File: config.mk
export PLATFORM = sky130hd
export DESIGN_NAME = conv3x3_stream_flat
export DESIGN_NICKNAME = d
export VERILOG_FILES = /design/src/rtl/conv3x3_stream_if.sv /design/src/rtl/conv3x3_stream.sv /design/src/flat_wrapper.sv
export SDC_FILE = /design/constraint.sdc
export NUM_CORES = 2
export LEC_CHECK = 0
export CORE_ASPECT_RATIO = 0.75
export CORE_UTILIZATION = 57
export DETAILED_ROUTE_END_ITERATION = 10
export PLACE_DENSITY = 0.79
export SLEW_MARGIN = 10
export SYNTH_ARGS = -nofsm -noshare
export SYNTH_HDL_FRONTEND = slang
export SYNTH_SLANG_ARGS = --single-unit
File: constraint.sdc
create_clock -name clk -period 7.4 [get_ports clk]
set_input_delay 1.48 -clock clk [delete_from_list [all_inputs] [get_ports clk]]
set_output_delay 1.48 -clock clk [all_outputs]
set_load 0.03 [all_outputs]
File: src/rtl/conv3x3_stream_if.sv
// rtl/conv3x3_stream_if.sv - pixel-in / pixel-out handshake bundle for conv3x3_stream (CONV_CUSTOM_KERNEL_EN adds coef ports)
interface conv3x3_stream_if #(
  parameter int PIXEL_WIDTH = 8
);

  logic                   in_valid;
  logic                   in_ready;
  logic [PIXEL_WIDTH-1:0] in_pixel;
  logic [1:0]             mode;
  logic                   out_valid;
  logic                   out_ready;
  logic [PIXEL_WIDTH-1:0] out_pixel;
  logic                   out_last;
  logic                   busy;
`ifdef CONV_CUSTOM_KERNEL_EN
  logic [35:0]            coef;
  logic [3:0]             coef_shift;
`endif

  // filter side: consumes the pixel stream, produces the filtered stream
  modport slave (
    input  in_valid, in_pixel, mode, out_ready,
`ifdef CONV_CUSTOM_KERNEL_EN
    input  coef, coef_shift,
`endif
    output in_ready, out_valid, out_pixel, out_last, busy
  );

  // source/sink side: pixel producer and frame writer
  modport master (
    output in_valid, in_pixel, mode, out_ready,
`ifdef CONV_CUSTOM_KERNEL_EN
    output coef, coef_shift,
`endif
    input  in_ready, out_valid, out_pixel, out_last, busy
  );

endinterface

File: src/rtl/conv3x3_stream.sv
// rtl/conv3x3_stream.sv - streaming 3x3 kernel filter with two line buffers; CONV_CUSTOM_KERNEL_EN enables a programmable mode-3 kernel
module conv3x3_stream #(
  parameter int PIXEL_WIDTH = 8,
  parameter int IMG_W       = 64,
  parameter int IMG_H       = 64,
  parameter int ACCW        = 16
) (
  input  logic            clk,
  input  logic            rst_n,
  conv3x3_stream_if.slave s_if
);

  localparam int COLW = $clog2(IMG_W);
  localparam int ROWW = $clog2(IMG_H);
  localparam logic [COLW-1:0] COL_LAST = COLW'(IMG_W - 1);
  localparam logic [COLW-1:0] COL_TWO  = COLW'(2);
  localparam logic [ROWW-1:0] ROW_LAST = ROWW'(IMG_H - 1);
  localparam logic [ROWW-1:0] ROW_TWO  = ROWW'(2);

  // raster position of the next pixel to be accepted
  logic [COLW-1:0]        r_col;
  logic [ROWW-1:0]        r_row;
  logic [1:0]             r_mode;
`ifdef CONV_CUSTOM_KERNEL_EN
  logic [35:0]            r_coef;
  logic [3:0]             r_coef_shift;
  logic signed [ACCW-1:0] w_cust_sum;
  logic signed [ACCW-1:0] w_cust;
`endif

  // lb0 holds the previous line, lb1 the line before it
  logic [PIXEL_WIDTH-1:0] r_lb0 [IMG_W];
  logic [PIXEL_WIDTH-1:0] r_lb1 [IMG_W];

  // two most recent window columns (top, mid, bottom); the third comes live from the RAMs
  logic [PIXEL_WIDTH-1:0] r_wc0 [3];
  logic [PIXEL_WIDTH-1:0] r_wc1 [3];

  logic                   r_out_valid;
  logic [PIXEL_WIDTH-1:0] r_out_pixel;
  logic                   r_out_last;
  logic                   r_busy;

  logic                   w_in_ready;
  logic                   w_accept;
  logic                   w_first;
  logic                   w_emit;
  logic                   w_last_pix;
  logic [PIXEL_WIDTH-1:0] w_new [3];
  logic [PIXEL_WIDTH-1:0] w_win [9];
  logic signed [ACCW-1:0] w_p [9];
  logic signed [ACCW-1:0] w_sharp;
  logic signed [ACCW-1:0] w_gauss;
  logic signed [ACCW-1:0] w_edge;
  logic signed [ACCW-1:0] w_res;
  logic [PIXEL_WIDTH-1:0] w_sat;

  // any backpressure on the output stalls the whole pipeline
  assign w_in_ready = !r_out_valid || s_if.out_ready;
  assign w_accept   = s_if.in_valid && w_in_ready;
  assign w_first    = (r_col == '0) && (r_row == '0);
  assign w_emit     = w_accept && (r_row >= ROW_TWO) && (r_col >= COL_TWO);
  assign w_last_pix = (r_row == ROW_LAST) && (r_col == COL_LAST);

  // assemble the 3x3 window seen by the current accept (row-major, index 4 is the centre)
  always_comb begin
    w_new[0] = r_lb1[r_col];
    w_new[1] = r_lb0[r_col];
    w_new[2] = s_if.in_pixel;
    for (int rr = 0; rr < 3; rr++) begin
      w_win[rr*3 + 0] = r_wc0[rr];
      w_win[rr*3 + 1] = r_wc1[rr];
      w_win[rr*3 + 2] = w_new[rr];
    end
    for (int k = 0; k < 9; k++) begin
      w_p[k] = $signed({{(ACCW-PIXEL_WIDTH){1'b0}}, w_win[k]});
    end
  end

  // fixed kernels, written as shift-and-add so no multipliers are needed
  always_comb begin
    w_sharp = (w_p[4] <<< 2) + w_p[4] - w_p[1] - w_p[3] - w_p[5] - w_p[7];
    w_gauss = ((w_p[0] + w_p[2] + w_p[6] + w_p[8])
              + ((w_p[1] + w_p[3] + w_p[5] + w_p[7]) <<< 1)
              + (w_p[4] <<< 2)) >>> 4;
    w_edge  = (w_p[4] <<< 3)
              - (w_p[0] + w_p[1] + w_p[2] + w_p[3] + w_p[5] + w_p[6] + w_p[7] + w_p[8]);
  end

`ifdef CONV_CUSTOM_KERNEL_EN
  // programmable kernel: signed 4-bit coefficients, top-left in the low nibble
  always_comb begin
    w_cust_sum = '0;
    for (int k = 0; k < 9; k++) begin
      w_cust_sum = w_cust_sum
                 + ($signed({{(ACCW-4){r_coef[k*4 + 3]}}, r_coef[k*4 +: 4]}) * w_p[k]);
    end
    w_cust = w_cust_sum >>> r_coef_shift;
  end
`endif

  // select the kernel chosen at frame start, then clip into the pixel range
  always_comb begin
    case (r_mode)
      2'd0:    w_res = w_sharp;
      2'd1:    w_res = w_gauss;
      2'd2:    w_res = w_edge;
`ifdef CONV_CUSTOM_KERNEL_EN
      default: w_res = w_cust;
`else
      default: w_res = w_p[4];
`endif
    endcase
    if (w_res[ACCW-1]) begin
      w_sat = '0;
    end else if (|w_res[ACCW-2:PIXEL_WIDTH]) begin
      w_sat = '1;
    end else begin
      w_sat = w_res[PIXEL_WIDTH-1:0];
    end
  end

  // position counters, frame-start latch of the kernel selection and window column shift
  always_ff @(posedge clk or negedge rst_n) begin
    if (!rst_n) begin
      r_col  <= '0;
      r_row  <= '0;
      r_mode <= '0;
`ifdef CONV_CUSTOM_KERNEL_EN
      r_coef       <= '0;
      r_coef_shift <= '0;
`endif
      for (int rr = 0; rr < 3; rr++) begin
        r_wc0[rr] <= '0;
        r_wc1[rr] <= '0;
      end
    end else if (w_accept) begin
      if (w_first) begin
        r_mode <= s_if.mode;
`ifdef CONV_CUSTOM_KERNEL_EN
        r_coef       <= s_if.coef;
        r_coef_shift <= s_if.coef_shift;
`endif
      end
      if (r_col == COL_LAST) begin
        r_col <= '0;
        r_row <= (r_row == ROW_LAST) ? '0 : r_row + 1'b1;
      end else begin
        r_col <= r_col + 1'b1;
      end
      for (int rr = 0; rr < 3; rr++) begin
        r_wc0[rr] <= r_wc1[rr];
        r_wc1[rr] <= w_new[rr];
      end
    end
  end

  // line buffers move each column down one line per accept; contents are never cleared
  always_ff @(posedge clk) begin
    if (w_accept) begin
      r_lb1[r_col] <= r_lb0[r_col];
      r_lb0[r_col] <= s_if.in_pixel;
    end
  end

  // output register: a fresh result overrides, otherwise valid drops once consumed
  always_ff @(posedge clk or negedge rst_n) begin
    if (!rst_n) begin
      r_out_valid <= 1'b0;
      r_out_pixel <= '0;
      r_out_last  <= 1'b0;
    end else if (w_emit) begin
      r_out_valid <= 1'b1;
      r_out_pixel <= w_sat;
      r_out_last  <= w_last_pix;
    end else if (s_if.out_ready) begin
      r_out_valid <= 1'b0;
    end
  end

  // busy spans first accepted pixel of a frame through the handshake of its last output
  always_ff @(posedge clk or negedge rst_n) begin
    if (!rst_n) begin
      r_busy <= 1'b0;
    end else if (w_accept) begin
      r_busy <= 1'b1;
    end else if (r_out_valid && s_if.out_ready && r_out_last) begin
      r_busy <= 1'b0;
    end
  end

  assign s_if.in_ready  = w_in_ready;
  assign s_if.out_valid = r_out_valid;
  assign s_if.out_pixel = r_out_pixel;
  assign s_if.out_last  = r_out_last;
  assign s_if.busy      = r_busy;

endmodule

File: src/flat_wrapper.sv
// flat-port wrapper written by rule: the top's interface ports become plain ports
module conv3x3_stream_flat 
#(
  parameter int PIXEL_WIDTH = 8,
  parameter int IMG_W       = 64,
  parameter int IMG_H       = 64,
  parameter int ACCW        = 16
)
  (clk, rst_n, s_if_in_valid, s_if_in_pixel, s_if_mode, s_if_out_ready, s_if_in_ready, s_if_out_valid, s_if_out_pixel, s_if_out_last, s_if_busy);
  conv3x3_stream_if #(.PIXEL_WIDTH(PIXEL_WIDTH)) s_if_i ();
  input  logic clk;
  input  logic rst_n;
  input wire logic [$bits(s_if_i.in_valid)-1:0] s_if_in_valid;
  input wire logic [$bits(s_if_i.in_pixel)-1:0] s_if_in_pixel;
  input wire logic [$bits(s_if_i.mode)-1:0] s_if_mode;
  input wire logic [$bits(s_if_i.out_ready)-1:0] s_if_out_ready;
  output wire logic [$bits(s_if_i.in_ready)-1:0] s_if_in_ready;
  output wire logic [$bits(s_if_i.out_valid)-1:0] s_if_out_valid;
  output wire logic [$bits(s_if_i.out_pixel)-1:0] s_if_out_pixel;
  output wire logic [$bits(s_if_i.out_last)-1:0] s_if_out_last;
  output wire logic [$bits(s_if_i.busy)-1:0] s_if_busy;
  assign s_if_i.in_valid = s_if_in_valid;
  assign s_if_i.in_pixel = s_if_in_pixel;
  assign s_if_i.mode = s_if_mode;
  assign s_if_i.out_ready = s_if_out_ready;
  assign s_if_in_ready = s_if_i.in_ready;
  assign s_if_out_valid = s_if_i.out_valid;
  assign s_if_out_pixel = s_if_i.out_pixel;
  assign s_if_out_last = s_if_i.out_last;
  assign s_if_busy = s_if_i.busy;
  conv3x3_stream #(.PIXEL_WIDTH(PIXEL_WIDTH), .IMG_W(IMG_W), .IMG_H(IMG_H), .ACCW(ACCW)) u_core (.clk(clk), .rst_n(rst_n), .s_if(s_if_i));
endmodule
Word-level counts from Yosys, hierarchy flattened. Memories as Yosys holds them, arrays and structs flattened. Cells that the tools add are included.

$lt $le $gt $ge: 2. Reductions and logical operators: 17. Eq/ne operators: 4. Add/subtract/negate cells: 23. Muxes and demuxes: 11.

Operators by type and width (number): 16-bit by 9-bit adder with 16-bit output (8); 16-bit by 9-bit subtractor with 16-bit output (4); 16-bit one-hot mux with 3 select lines (1); 15-bit by 9-bit adder with 15-bit output (2); 8-bit by 8-bit adder with 9-bit output (3); 16-bit by 11-bit adder with 16-bit output (1); 16-bit adder (1); 8-bit 2-to-1 mux (2); 12-bit by 16-bit subtractor with 16-bit output (1); 6-bit by 1-bit adder with 6-bit output, second input constant (2); 6-bit equality test, second input constant (2); 6-bit by 2-bit greater-or-equal comparator with 1-bit output, second input constant (2); 6-bit logical NOT (2); 6-bit 2-to-1 mux (2); 10-bit by 8-bit adder with 11-bit output (1); 1-bit logical AND (7); 7-bit OR reduction (1); 1-bit 2-to-1 mux (6); 2-bit AND reduction (2); 2-bit nonzero test (2); 2-bit by 1-bit equality test with 1-bit output, second input constant (1); 2-bit equality test, second input constant (1); 2-bit logical NOT (1); 1-bit logical NOT (1); 1-bit logical OR (1).

Bits of input ports: 14. Memory bits (writable): 1024. Logic and storage cells: 72. Memories: 2. Register bits after elaboration: 73.

Memory list: u_core.r_lb0 (words 64, bits a word 8, read ports 1, clocked after memory_dff 0, write ports 1, line conv3x3_stream.sv:32) `logic [PIXEL_WIDTH-1:0] r_lb0 [IMG_W];`; u_core.r_lb1 (words 64, bits a word 8, read ports 1, clocked after memory_dff 0, write ports 1, line conv3x3_stream.sv:33) `logic [PIXEL_WIDTH-1:0] r_lb1 [IMG_W];`.

Logic depth before layout (Yosys ltp).
Depth in word-level cells: 12. Mapped depth: 33. Gate-level depth less buffers: 30.

Worst setup path after synthesis. Ideal clock, no wire load.

Kind: register -> register. From: register u_core.r_col[1]. To: register u_core.r_out_pixel[3] (netlist: u_core.s_if.out_pixel[3]). Stages on the path, launching flop included: 33. Data arrival time: 7.558 ns. Setup time: 0.161 ns. Period minus slack after synthesis: 7.720 ns. Setup slack: -0.320 ns. Path buffers: 4. Path through: dfrtp_1 > buf_4 > nor3b_1 > buf_2 > buf_2 > buf_2 > a221oi_1 > a31oi_1 > a21oi_1 > nand3_1 > inv_1 > fa_1 > inv_1 > ha_1 > inv_1 > fa_1 > nor2b_1 > o21ai_0 > a21boi_0 > nor2_1 > fa_1 > fa_1 > inv_1 > fa_1 > inv_1 > ha_1 > nor3_1 > nor2_1 > and3_1 > nand3_1 > a21oi_1 > nor4_2 > a41oi_1.

RTL lines: start, declared (line conv3x3_stream.sv:21) `logic [COLW-1:0] r_col;`; start signal, assigned (line conv3x3_stream.sv:149) `r_col <= r_col + 1'b1;`; end signal, assigned (line conv3x3_stream.sv:174) `r_out_pixel <= w_sat;`; end, declared (line conv3x3_stream.sv:40) `logic [PIXEL_WIDTH-1:0] r_out_pixel;`.

==> key figures <==
Drt
  – Drt via density: 7.003
  – Total number of vias: 29,847
  – DRT antenna net count: 0
  – Drt wl/cell: 32.43 um
  – DRT iter0 DRCs: 5,619
  – Total detailed-routing wirelength: ~140,000 um
  – Pre-antenna DRT Iters: 9
  – Residual DRC count: 0

Final layout
  – Multi-input logic area: between 10,000 and 15,000 um2
  – # diodes: 0
  – Leading cell type in the layout, fill and taps excluded: edfxtp_1
  – Most frequent cells in the layout: edfxtp_1, a22oi_1, buf_4, inv_1, clkbuf_16
  – Share of layout cells above drive strength 1: 18.41%
  – P&R area growth vs syn: 16.32%
  – FILL cells: 4,971
  – Nets@finish: 3,348
  – Storage cell area: 32,580 um2

Timing
  – Tcrit/Tclk final: 101.0%
  – Final setup skew: 38.00 ps
  – Peak Freq: 133.8 MHz
  – Relative slew slack: between 20% and 30%
  – Slew Limit Fails: 0
  – Minimum clock period: 7475 ps
  – Worst Slack Setup Final: -74.58 ps
  – Final setup violation count: 2
  – Final hold vios: 0
  – Slew at the pin with the worst max-slew slack: 1134 ps

Setup path
  – Crit path buffers/inverters: 7
  – Levels on crit path: 32
  – CP Capture Type: flip-flop
  – Reg2reg end: u_core.s_if.out_pixel[7]
  – Worst Path Required: 7930 ps
  – Critical-path top delay cell: fa_1
  – Maximum fanout along the worst path: 6
  – Startpoint types: flip-flop
  – RR Startpoint: u_core.r_col[2]
  – CP delay by family, top: adder cells
  – Register-to-Register Path Depth: 32
  – R2R Setup Slk: -70 ps
  – Critical Path End: u_core.s_if.out_pixel[7]
  – CP peak stage delay: 550 ps
  – Beginning of the critical path: u_core.r_col[2]
  – Worst path arrival time: ~8000 ps
  – Critical path class: flip-flop to flip-flop

Floorplanning
  – Num rows: 89
  – DIE HEIGHT: 246.8 um
  – Core area: 78,840 um2
  – I/O pin cnt: 26
  – Die area: a little over 80,000 um2
  – Die W: about 330 um
  – Initial Utilization: 57.75%

Status
  – Failing checks: negative setup slack
  – Status: finished, violations left

Yosys
  – Register area share after synthesis: a little under three quarters
  – Mapped Area: 45,530 um2
  – Register bit total from synthesis: between 1,000 and 1,500
  – Synthesized netlist cell count: 2,835
  – Syn avg cell area: 16.06 um2
  – Post-synth EDFFs: 1,024
  – Top FF cell, synth: edfxtp_1
  – Synth area leader: edfxtp_1
  – Synth cell types: 65
  – Synth area leaders: edfxtp_1, a22oi_1, fa_1, dfrtp_1, ha_1
  – Syn. warnings: 0
  – Asr flop ratio synth: between 6 and 7%
  – Syn Nets: between 3,000 and 4,000
  – Post-synth top area share: between 60% and 70%

Clock network
  – TritonCTS Sinks: ~1,100
  – Clock Tree Buf Depth: 3
  – H-tree depth: 3
  – TritonCTS buffer count: 97
  – Clock latency on the worst-skew pair: 690 ps
  – Root Buffer: clkbuf_16
  – TritonCTS clock tree: yes
  – # hold bufs at CTS: 0
  – Reg clk slew, reported paths: ~70 ps

Global routing
  – Gr usage total: between 30% and 40%
  – Antenna violations before repair: 2
  – Largest net degree at the start of global routing: 74
  – Total grt overflow: 0
  – Vias in the first global route: around 28,000
  – First-pass GRT wire length: 191,200 um

Placement
  – GPL Wtd Cong: ~0.97
  – Place WS: -464.2 ps
  – Input/output buffers: 25
  – Detailed placement HPWL: about 84,000 um

Hold path
  – Worst Hold Class: flip-flop to flip-flop

Flow run
  – Max cap viols: 0
## cell type report
type,instances,area share (%)
Clock buffer,126,5.063
Timing Repair Buffer,348,5.942
Tap cell,1046,2.471
Inverter,157,1.113
Sequential cell,1097,61.52
Multi-Input combinational cell,1435,23.02
Clock inverter,53,0.8742
## worst register-to-register path: cells and delay by family, from the launching register on
kind | cells | cell delay, ps
compound gates | 9 | 1850
xor+xnor | 1 | 150
fa+ha+maj | 7 | 2730
buf+inv | 7 | 730
flops | 1 | 470
simple gates | 8 | 1380
## worst min-delay path by stage
stage | slack, ps | depth (start not counted) | startpoint | endpoint
after floorplan | 460 | 1 | u_core.r_row[5] | u_core.r_row[5]
after global placement | 460 | 1 | u_core.s_if.out_valid | u_core.s_if.busy
after detailed placement | 480 | 1 | u_core.s_if.out_valid | u_core.s_if.busy
after CTS | 520 | 1 | u_core.s_if.out_valid | u_core.s_if.busy
after global routing | 530 | 1 | u_core.s_if.out_valid | u_core.s_if.busy
final | 520 | 1 | u_core.s_if.out_valid | u_core.s_if.busy
## Yosys cell counts (5+ instances only)
| library cell | number |
|---|---|
| dfrtp_1 | 73 |
| a21o_1 | 16 |
| buf_6 | 11 |
| buf_2 | 70 |
| a211oi_1 | 5 |
| and3_1 | 6 |
| a22o_1 | 89 |
| xor2_1 | 16 |
| nand3_1 | 22 |
| buf_1 | 18 |
| nand4_1 | 49 |
| clkbuf_1 | 46 |
| nand2_1 | 98 |
| xnor2_1 | 33 |
| a21oi_1 | 66 |
| nor2_1 | 95 |
| edfxtp_1 | 1024 |
| a221oi_1 | 85 |
| or3_1 | 6 |
| ha_1 | 94 |
| o211ai_1 | 6 |
| or2_2 | 6 |
| inv_1 | 157 |
| nor2b_1 | 9 |
| a31oi_1 | 84 |
| fa_1 | 104 |
| nand2b_1 | 10 |
| a32oi_1 | 6 |
| o21ai_0 | 66 |
| o21a_1 | 6 |
| o21bai_1 | 7 |
| nor4_1 | 12 |
| a22oi_1 | 354 |
| nor3_1 | 13 |
| mux2_2 | 11 |
## registers in the layout, indices dropped and copies added, names as in the netlist
signal	cells
u_core.r_mode	2
u_core.s_if.out_pixel	8
u_core.r_row	6
u_core.s_if.out_last	1
u_core.r_lb1	512
u_core.r_col	6
u_core.r_wc0	24
u_core.s_if.out_valid	1
u_core.r_wc1	24
u_core.r_lb0	512
u_core.s_if.busy	1
## cell families after synthesis
group | synth area share (%)
flip-flops | 71.55
multiplexers | 0.4699
XOR/XNOR | 0.9426
AND/OR/NAND/NOR | 3.880
adder cells (fa/ha/maj) | 7.156
buffers and inverters | 2.913
AO/OA/AOI/OAI | 13.09
## timing repair
action | CTS | global route
buffers inserted | 4 | 34
hold endpoints to repair | 0 | 0
resized for setup | 10 | 101
pin swaps | 5 | 43
endpoints found under the setup margin | 8 | 8
gates cloned | 0 | 10
## layer usage
| metal | part of all wire [%] | track usage, % | vias up |
|---|---|---|---|
| li1 | - | - | 11886 |
| met1 | 36 | 48.16 | 14723 |
| met2 | 43 | 46.59 | 2841 |
| met3 | 17 | 11.03 | 395 |
| met4 | 3.8 | 9.986 | 2 |
| met5 | 0.059 | 0 | - |
## through the flow
| stage | utilization [%] | TNS (ps) | cell area, um2 | hold WS [ps] | cells |
|---|---|---|---|---|---|
| 6_report | 67.17 | -82.57 | 52960 | 521.0 | 4262 |
| 5_1_grt | 67.17 | -859.8 | 52960 | 527.4 | 4262 |
| 4_1_cts | 65.88 | 0 | 51940 | 519.8 | 4218 |
| 3_5_place_dp | 61.79 | -3598 | 48720 | 485.0 | 4035 |
| 3_3_place_gp | 61.79 | -2779 | 48720 | 456.9 | 4035 |
| 2_1_floorplan | - | 0 | 45540 | 461.2 | 2835 |
Power is not shown: default switching activity piles up to over one toggle a cycle in this logic, so the estimate is an artifact.
